<file path="src/rtl/vga_descrambler_if.sv">
// rtl/vga_descrambler_if.sv - RGB444 pixel stream bundle (valid plus colour nibbles)
interface vga_descrambler_if;
    logic       valid;
    logic [3:0] red;
    logic [3:0] green;
    logic [3:0] blue;

    modport master (output valid, output red, output green, output blue);
    modport slave  (input  valid, input  red, input  green, input  blue);
endinterface

</file>
<file path="src/rtl/vga_descrambler.sv">
// rtl/vga_descrambler.sv - receive-side VGA pixel descrambler with frame lock and pixel-count check
module vga_descrambler #(
    parameter logic [11:0] KEY_SEED     = 12'hACE,
    parameter int          FRAME_PIXELS = 307200,
    parameter int          CNT_W        = 19
) (
    input  logic                    clk,
    input  logic                    reset,
    input  logic                    seed_req_i,
    input  logic [11:0]             code_i,
    vga_descrambler_if.slave        pix_i,
    vga_descrambler_if.master       pix_o,
    output logic                    locked_o,
    output logic                    frame_err_o
);
    localparam logic [0:0] ST_UNLOCKED = 1'b0;
    localparam logic [0:0] ST_LOCKED   = 1'b1;
    localparam logic [CNT_W-1:0] FRAME_CNT = CNT_W'(FRAME_PIXELS);

    logic [0:0]       state_q, state_d;
    logic             seed_q;
    logic [11:0]      key_q, key_d;
    logic [11:0]      code_q, code_d;
    logic [CNT_W-1:0] cnt_q, cnt_d;
    logic             out_valid_q, out_valid_d;
    logic [11:0]      rgb_q, rgb_d;
    logic             frame_err_q, frame_err_d;
    logic             reseed;
    logic [11:0]      rgb_in;

    function automatic logic [11:0] key_step(input logic [11:0] k);
        return {k[11] ^ k[10] ^ k[9] ^ k[3], k[11:1]};
    endfunction

    function automatic logic [11:0] code_step(input logic [11:0] c);
        return {c[11] ^ c[5] ^ c[3] ^ c[0], c[11:1]};
    endfunction

    assign reseed = seed_req_i & ~seed_q;
    assign rgb_in = {pix_i.red, pix_i.green, pix_i.blue};

    always_comb begin
        state_d     = state_q;
        key_d       = key_q;
        code_d      = code_q;
        cnt_d       = cnt_q;
        out_valid_d = 1'b0;
        rgb_d       = rgb_q;
        frame_err_d = 1'b0;
        case (state_q)
            ST_UNLOCKED: begin
                if (reseed) begin
                    key_d   = KEY_SEED;
                    code_d  = code_i;
                    cnt_d   = '0;
                    state_d = ST_LOCKED;
                end
            end
            default: begin
                // A reseed edge closes the frame; any pixel in the same cycle is dropped.
                if (reseed) begin
                    key_d       = KEY_SEED;
                    code_d      = code_i;
                    cnt_d       = '0;
                    frame_err_d = (cnt_q != FRAME_CNT);
                end else if (pix_i.valid) begin
                    if (cnt_q < FRAME_CNT) begin
                        rgb_d       = rgb_in ^ key_q ^ code_q;
                        out_valid_d = 1'b1;
                        key_d       = key_step(key_q);
                        code_d      = code_step(code_q);
                        cnt_d       = cnt_q + CNT_W'(1);
                    end else begin
                        frame_err_d = 1'b1;
                        state_d     = ST_UNLOCKED;
                    end
                end
            end
        endcase
    end

    always_ff @(posedge clk) begin
        if (reset) begin
            state_q     <= ST_UNLOCKED;
            seed_q      <= 1'b0;
            key_q       <= KEY_SEED;
            code_q      <= '0;
            cnt_q       <= '0;
            out_valid_q <= 1'b0;
            rgb_q       <= '0;
            frame_err_q <= 1'b0;
        end else begin
            state_q     <= state_d;
            seed_q      <= seed_req_i;
            key_q       <= key_d;
            code_q      <= code_d;
            cnt_q       <= cnt_d;
            out_valid_q <= out_valid_d;
            rgb_q       <= rgb_d;
            frame_err_q <= frame_err_d;
        end
    end

    assign pix_o.valid = out_valid_q;
    assign pix_o.red   = rgb_q[11:8];
    assign pix_o.green = rgb_q[7:4];
    assign pix_o.blue  = rgb_q[3:0];
    assign locked_o    = (state_q == ST_LOCKED);
    assign frame_err_o = frame_err_q;
endmodule

</file>
<file path="src/flat_wrapper.sv">
// flat-port wrapper written by rule: the top's interface ports become plain ports
module vga_descrambler_flat 
#(
    parameter logic [11:0] KEY_SEED     = 12'hACE,
    parameter int          FRAME_PIXELS = 307200,
    parameter int          CNT_W        = 19
)
  (clk, reset, seed_req_i, code_i, locked_o, frame_err_o, pix_i_valid, pix_i_red, pix_i_green, pix_i_blue, pix_o_valid, pix_o_red, pix_o_green, pix_o_blue);
  vga_descrambler_if pix_i_i ();
  vga_descrambler_if pix_o_i ();
  input  logic clk;
  input  logic reset;
  input  logic seed_req_i;
  input  logic [11:0] code_i;
  output logic locked_o;
  output logic frame_err_o;
  input wire logic [$bits(pix_i_i.valid)-1:0] pix_i_valid;
  input wire logic [$bits(pix_i_i.red)-1:0] pix_i_red;
  input wire logic [$bits(pix_i_i.green)-1:0] pix_i_green;
  input wire logic [$bits(pix_i_i.blue)-1:0] pix_i_blue;
  output wire logic [$bits(pix_o_i.valid)-1:0] pix_o_valid;
  output wire logic [$bits(pix_o_i.red)-1:0] pix_o_red;
  output wire logic [$bits(pix_o_i.green)-1:0] pix_o_green;
  output wire logic [$bits(pix_o_i.blue)-1:0] pix_o_blue;
  assign pix_i_i.valid = pix_i_valid;
  assign pix_i_i.red = pix_i_red;
  assign pix_i_i.green = pix_i_green;
  assign pix_i_i.blue = pix_i_blue;
  assign pix_o_valid = pix_o_i.valid;
  assign pix_o_red = pix_o_i.red;
  assign pix_o_green = pix_o_i.green;
  assign pix_o_blue = pix_o_i.blue;
  vga_descrambler #(.KEY_SEED(KEY_SEED), .FRAME_PIXELS(FRAME_PIXELS), .CNT_W(CNT_W)) u_core (.clk(clk), .reset(reset), .seed_req_i(seed_req_i), .code_i(code_i), .pix_i(pix_i_i), .pix_o(pix_o_i), .locked_o(locked_o), .frame_err_o(frame_err_o));
endmodule
</file>
<file path="config.mk">
export PLATFORM = sky130hd
export DESIGN_NAME = vga_descrambler_flat
export DESIGN_NICKNAME = d
export VERILOG_FILES = /design/src/rtl/vga_descrambler_if.sv /design/src/rtl/vga_descrambler.sv /design/src/flat_wrapper.sv
export SDC_FILE = /design/constraint.sdc
export NUM_CORES = 1
export LEC_CHECK = 0
export ABC_AREA = 1
export CORE_MARGIN = 2
export CORE_UTILIZATION = 54
export DETAILED_ROUTE_END_ITERATION = 7
export GPL_TIMING_DRIVEN = 0
export PLACE_DENSITY = 0.82
export SYNTH_ARGS = -nofsm -noshare
export SYNTH_HDL_FRONTEND = slang
export SYNTH_SLANG_ARGS = --single-unit
export TNS_END_PERCENT = 5
</file>
<file path="constraint.sdc">
create_clock -name clk -period 1.6 [get_ports clk]
set_input_delay 0.24 -clock clk [delete_from_list [all_inputs] [get_ports clk]]
set_output_delay 0.24 -clock clk [all_outputs]
set_load 0.02 [all_outputs]
</file>
==> impl_metrics.py, run 1 <==
metrics = {
    "cts": {
        "cts.sinks": 59,
        "postCtsHoldBufs": 0,
        "cts_tree": "built",
        "numCtsBuffers": 9,
        "h-tree-depth": 3,
        "clockBufferDepth": 2,
        "clock-root-buffer": "clkbuf_8",
        "insertion_delay_ns": 0.33,
        "path_clk_slew_ns": 0.06,
    },
    "final_layout": {
        "diodes": 0,
        "final_nets": 516,
        "final_common_cell": "nand2_1",
        "drive_gt1_share_pct": 16.4,
        "instances_no_fill": 559,
        "syn_to_final_growth_pct": 31.3,
        "final-seq-area_sq_um": 1200,
        "multiInputGateArea_sq_um": 1650,
        "final_cell_mix": "97 x nand2_1, 51 x dfxtp_1, 43 x nand3_1",
        "nFillCells": 379,
        "finish.utilization_pct": 74.9,
    },
    "placement": {
        "hpwl_microns": 5400,
        "gp_congestion": 0.921,
        "port_buffers": 41,
        "dp.cells": 530,
    },
    "timing": {
        "whs_ns": 0.341,
        "finalHoldViolCount": 0,
        "drv_slew": 0,
        "clock_skew_ns": 0.00597,
        "fin_crit_ns": 1.56,
        "rsz0062_at_grt": "yes",
        "clock.fmax_ghz": 0.640,
        "setup_viol": 0,
        "slew-limit-headroom_pct": 67.7,
        "tightest_slew_ns": 0.480,
        "fin_crit_sh_pct": 97.6,
    },
    "floorplanning": {
        "die_x_microns": 78.1,
        "io_pins": 43,
        "start_util_pct": 57.0,
        "die_area_sq_um": 6110,
        "core_area_sq_um": 5200,
        "num_rows": 26,
        "die_h_microns": 78.1,
    },
    "logic_synthesis": {
        "ys_seq_area_share_pct": 39.8,
        "ys_ff_latch": 59,
        "synth_cells": 419,
        "syn_area_sq_um": 2970,
        "yosys_warnings": 0,
        "synth_nets": 449,
        "syn_area_per_cell_sq_um": 7.08,
        "yosysUniqueCellTypes": 31,
    },
    "power": {
        "vdd_drop_max_v": 0.000518,
        "p_per_area_nw_per_um2": 850,
        "p_leak_nw": 1.51,
    },
    "setup_path": {
        "start_kind": "flip-flop",
        "cp_slowest_cell": "dfxtp_4",
        "critPathMaxFanout": 7,
        "cp.arrival_ns": 1.77,
        "crit_path_end_kind": "flip-flop",
        "critPathRequiredTime_ns": 1.80,
        "worst_path_largest_cell_delay_ns": 0.35,
        "cp_common_cell": "nand2_2",
        "path_cells": "nor2_4, nand2_2, nand2_2, nand3b_4, nand2_4, clkinvlp_4, buf_6, nand2_2, nand3_1",
        "crit_type": "flip-flop to flip-flop",
    },
    "drt": {
        "vias": 3061,
        "drc_errors": 0,
        "vias_per_cell": 5.48,
        "final_antenna_net_count": 0,
        "wl_per_cell_microns": 14.2,
        "initialDrtViolationCount": 281,
        "first_pass_iters": 5,
        "drt-total-wl_microns": 7930,
    },
    "global_route": {
        "antenna_found_initial": 0,
        "grtUsageTotal_pct": 26.3,
        "grt_max_degree": 11,
        "grt_pass1_wl_microns": 12600,
        "grt_pass1_vias": 2653,
        "overflow": 0,
    },
    "outcome": {
        "status": "finished clean",
    },
    "worst_hold_path": {
        "hold_path.class": "input port to flip-flop",
    },
    "run": {
        "max-cap-violations": 0,
    },
}
worst paths after layout:
path	from	endpoint	slack, ns	cells past startpoint
worst max-delay path	u_core.cnt_q[17]	u_core.key_q[11]	0.04	9
worst min-delay path	reset	u_core.rgb_q[8]	0.34	2
worst max register to register	u_core.cnt_q[17]	u_core.key_q[11]	0.04	9
worst min register to register	u_core.rgb_q[1]	u_core.rgb_q[1]	0.46	2
layer usage:
metal	global-route usage, %	wire, microns	up-vias	part of all wire (%)
met5	0	0	-	0
met4	10.7	170	0	2.1
met2	38.5	3540	158	45
li1	-	-	1495	-
met3	4.14	655	23	8.3
met1	38.5	3560	1385	45
cells in the mapped netlist:
library cell / count / share of area [%]
nor4_1: 1 / 0.21
xnor2_1: 25 / 7.4
nand2_2: 1 / 0.21
o31ai_1: 1 / 0.25
inv_1: 30 / 3.8
nor3b_1: 1 / 0.25
o31ai_2: 1 / 0.42
xor2_1: 5 / 1.5
dfxtp_1: 59 / 40
clkbuf_1: 6 / 0.76
ha_1: 2 / 0.84
o21ai_1: 3 / 0.51
buf_1: 1 / 0.13
nand3_2: 1 / 0.34
nand3_1: 43 / 7.3
nand3b_4: 1 / 0.67
buf_4: 2 / 0.51
nand4_1: 5 / 1.1
nand3b_1: 2 / 0.51
nand2_4: 2 / 0.76
a21oi_1: 30 / 5.1
or2_2: 1 / 0.21
buf_6: 4 / 1.5
o22ai_1: 6 / 1.3
buf_2: 6 / 1.0
o21ai_0: 17 / 2.9
nand2_1: 103 / 13
nor2_2: 1 / 0.21
inv_2: 2 / 0.25
nor3_1: 6 / 1.0
nor2_1: 51 / 6.5
metrics by stage:
stage               instance area [sq um]  setup slack (ns)  power [mW]  TNS (ns)
floorplan                            2970             0.166        1.97         0
global placement                     3470            -0.321        2.16    -12.04
detailed placement                   3470            -0.348        2.17    -13.43
CTS                                  3620           0.00637        3.23         0
global route                         3900           -0.0475        3.45    -0.501
finish                               3900            0.0377        3.31         0
worst max-delay path, delay by kind of cell (launching register included):
kind,cells,cell delay (ns)
flip-flops,1,0.35
buffers and inverters,2,0.38
AND/OR/NAND/NOR,7,0.70
area by class of cell:
class	count	share of cell area, %
Multi-Input combinational cell	309	42.4
Buffer	19	3.60
Timing Repair Buffer	56	14.0
Tap cell	70	2.25
Inverter	32	3.31
Sequential cell	59	30.8
Clock buffer	14	3.66
cells by family (layout without fill, tap and decap cells):
group / after synthesis / after routing / share of synthesized area, %
XOR/XNOR: 30 / 30 / 8.85
adder cells (fa/ha/maj): 2 / 2 / 0.843
flip-flops: 59 / 59 / 39.8
AND/OR/NAND/NOR: 219 / 219 / 32.2
buffers and inverters: 51 / 121 / 7.97
AO/OA/AOI/OAI: 58 / 58 / 10.4
state kept, by name, indices dropped and copies added (netlist names):
signal / flops
u_core.pix_o.valid: 1
u_core.key_q: 12
u_core.seed_q: 1
u_core.code_q: 12
u_core.frame_err_o: 1
u_core.cnt_q: 19
u_core.rgb_q: 12
u_core.locked_o: 1
what timing repair did:
action | CTS | global route
pin swaps | 0 | 7
resized for setup | 5 | 56
cloned | 0 | 2
endpoints found under the setup margin | 20 | 44
buffers inserted | 0 | 13
power by group:
part | total [mW] | leakage, nW | internal [mW] | switching [mW]
sequential | 1.59 | 0.485 | 1.53 | 0.0644
combinational | 0.628 | 0.954 | 0.303 | 0.324
clock | 1.09 | 0.0706 | 0.548 | 0.543
total | 3.31 | 1.51 | 2.38 | 0.931
Power figures use the tool's default switching activity.
==> inputs of run 2 (changes only) <==
Settings changed: CAP_MARGIN from default to 5, CORE_MARGIN 2 to default.
==> run 2 against run 1 <==
Fmax is 2.0% higher. Worst setup slack better by 0.031 ns. Core utilization is 2.5 points lower. Combinational power fell by 7.5%. Die area fell by 5.1%. Wire length decreased by 2.7%. Largest power group unchanged. Clock-buffer cell count decreased by 1.
==> impl_metrics.py, run 2 (synthesis gave the netlist of run 1 again) <==
metrics = {
    "outcome": {
        "status": "finished clean",
    },
    "global_route": {
        "antenna_found_initial": 0,
        "grtUsageTotal_pct": 27.3,
        "grt_max_degree": 11,
        "grt_pass1_vias": 2632,
        "grt_pass1_wl_microns": 12500,
        "overflow": 0,
    },
    "timing": {
        "slew-limit-headroom_pct": 62.6,
        "fin_crit_sh_pct": 95.7,
        "setup_ws_ns": 0.0684,
        "fin_crit_ns": 1.53,
        "tightest_slew_ns": 0.560,
        "drv_slew": 0,
        "clock.fmax_ghz": 0.653,
        "finalHoldViolCount": 0,
        "setup_viol": 0,
        "tns_ns": 0,
        "clock_skew_ns": 0.0105,
        "rsz0062_at_grt": "yes",
    },
    "setup_path": {
        "worst_path_largest_cell_delay_ns": 0.61,
        "crit_path_end_kind": "primary output",
        "cpLargestDelayFamily": "buffers and inverters",
        "crit_type": "flip-flop to primary output",
        "critPathRequiredTime_ns": 1.36,
        "cp_num_buf_inv": 1,
        "cp_slowest_cell": "clkdlybuf4s50_1",
        "path_cells": "clkdlybuf4s50_1",
        "critPathMaxFanout": 2,
        "cp.arrival_ns": 1.29,
        "start_kind": "flip-flop",
    },
    "cts": {
        "h-tree-depth": 3,
        "clock-root-buffer": "clkbuf_8",
        "postCtsHoldBufs": 0,
        "cts_tree": "built",
        "path_clk_slew_ns": 0.06,
        "numCtsBuffers": 9,
        "insertion_delay_ns": 0.33,
        "cts.sinks": 59,
        "clockBufferDepth": 2,
    },
    "placement": {
        "placement.cell_area_sq_um": 3470,
        "port_buffers": 41,
        "gp_congestion": 0.908,
        "hpwl_microns": 5420,
        "pre_cts_ws_ns": -0.340,
        "dp.cells": 530,
    },
    "drt": {
        "first_pass_iters": 6,
        "drt-total-wl_microns": 7710,
        "initialDrtViolationCount": 332,
        "drc_errors": 0,
        "vias_per_cell": 5.41,
        "wl_per_cell_microns": 14.0,
        "final_antenna_net_count": 0,
        "vias": 2982,
    },
    "final_layout": {
        "final-seq-area_sq_um": 1190,
        "instances_no_fill": 551,
        "final_common_cell": "nand2_1",
        "multiInputGateArea_sq_um": 1600,
        "final_nets": 507,
        "drive_gt1_share_pct": 12.3,
        "top_register": "u_core.cnt_q",
        "stdcell_area_sq_um": 3770,
        "syn_to_final_growth_pct": 26.9,
        "final_cell_mix": "100 x nand2_1, 53 x dfxtp_1, 47 x nor2_1",
        "nFillCells": 409,
        "diodes": 0,
        "largest_reg_flops": 19,
    },
    "power": {
        "p_comb_share_pct": 17.1,
        "p_per_area_nw_per_um2": 904,
        "power.switching_mw": 0.926,
        "total_power_mw": 3.41,
        "clockPowerShare_pct": 36.1,
        "p_int_mw": 2.48,
        "p_leak_nw": 1.46,
        "switching_share_pct": 27.2,
        "sequentialPowerShare_pct": 46.9,
        "vdd_drop_max_v": 0.000588,
    },
    "floorplanning": {
        "die_area_sq_um": 5800,
        "die_h_microns": 76.1,
        "start_util_pct": 57.0,
        "core_area_sq_um": 5200,
        "num_rows": 26,
        "die_x_microns": 76.1,
        "io_pins": 43,
    },
    "run": {
        "max-cap-violations": 0,
    },
    "worst_hold_path": {
        "hold_path.class": "input port to flip-flop",
    },
}
-- run 2: cell types whose count changed in the layout (fill, tap and decap cells not counted), sizes merged --
| cell | before | now |
|---|---|---|
| buf | 24 | 18 |
| clkbuf | 24 | 20 |
| clkinv | 0 | 2 |
-- run 2: power by group through the flow --
stage                     sequential (mW)  clock [mW]  combinational [mW]
after global placement               1.62           0               0.532
after CTS                            1.60        1.23               0.544
after floorplan                      1.63           0               0.335
after detailed placement             1.63           0               0.539
after global routing                 1.60        1.31               0.637
final                                1.60        1.23               0.581
-- run 2: area by class of cell --
class                      instances  area share [%]
clock inverter                     2           0.266
timing repair buffer              47            12.1
inverter                          32            3.35
sequential                        59            31.6
buffer                            19            3.45
clock buffer                      13            4.48
multi-input combinational        309            42.4
tap                               70            2.32
-- run 2: through the flow --
step	utilization [%]	hold slack, ns
detailed placement	66.6	0.457
global placement	66.6	0.451
floorplan	-	0.360
CTS	70.1	0.326
finish	72.4	0.349
global route	72.4	0.357
-- run 2: worst paths after layout --
kind / start / to / slack (ns) / cells after the start
hold reg to reg: u_core.rgb_q[3] / u_core.rgb_q[3] / 0.47 / 2
setup reg to reg: u_core.cnt_q[13] / u_core.cnt_q[13] / 0.07 / 9
hold / removal: reset / u_core.rgb_q[9] / 0.35 / 2
setup / recovery: u_core.rgb_q[6] / pix_o_green[2] / 0.07 / 1
-- run 2: per-layer routing --
| layer | wire [microns] | global-route usage (%) |
|---|---|---|
| met1 | 3460 | 37.9 |
| met2 | 3520 | 41.4 |
| met3 | 601 | 4.79 |
| met4 | 133 | 12.5 |
| met5 | 0 | 0 |
-- run 2: timing repair --
| item | CTS | global route |
|---|---|---|
| buffers inserted | 0 | 5 |
| setup endpoints to repair | 16 | 43 |
| gates resized for setup | 4 | 27 |
| cloned | 0 | 1 |
| pin swaps | 0 | 3 |
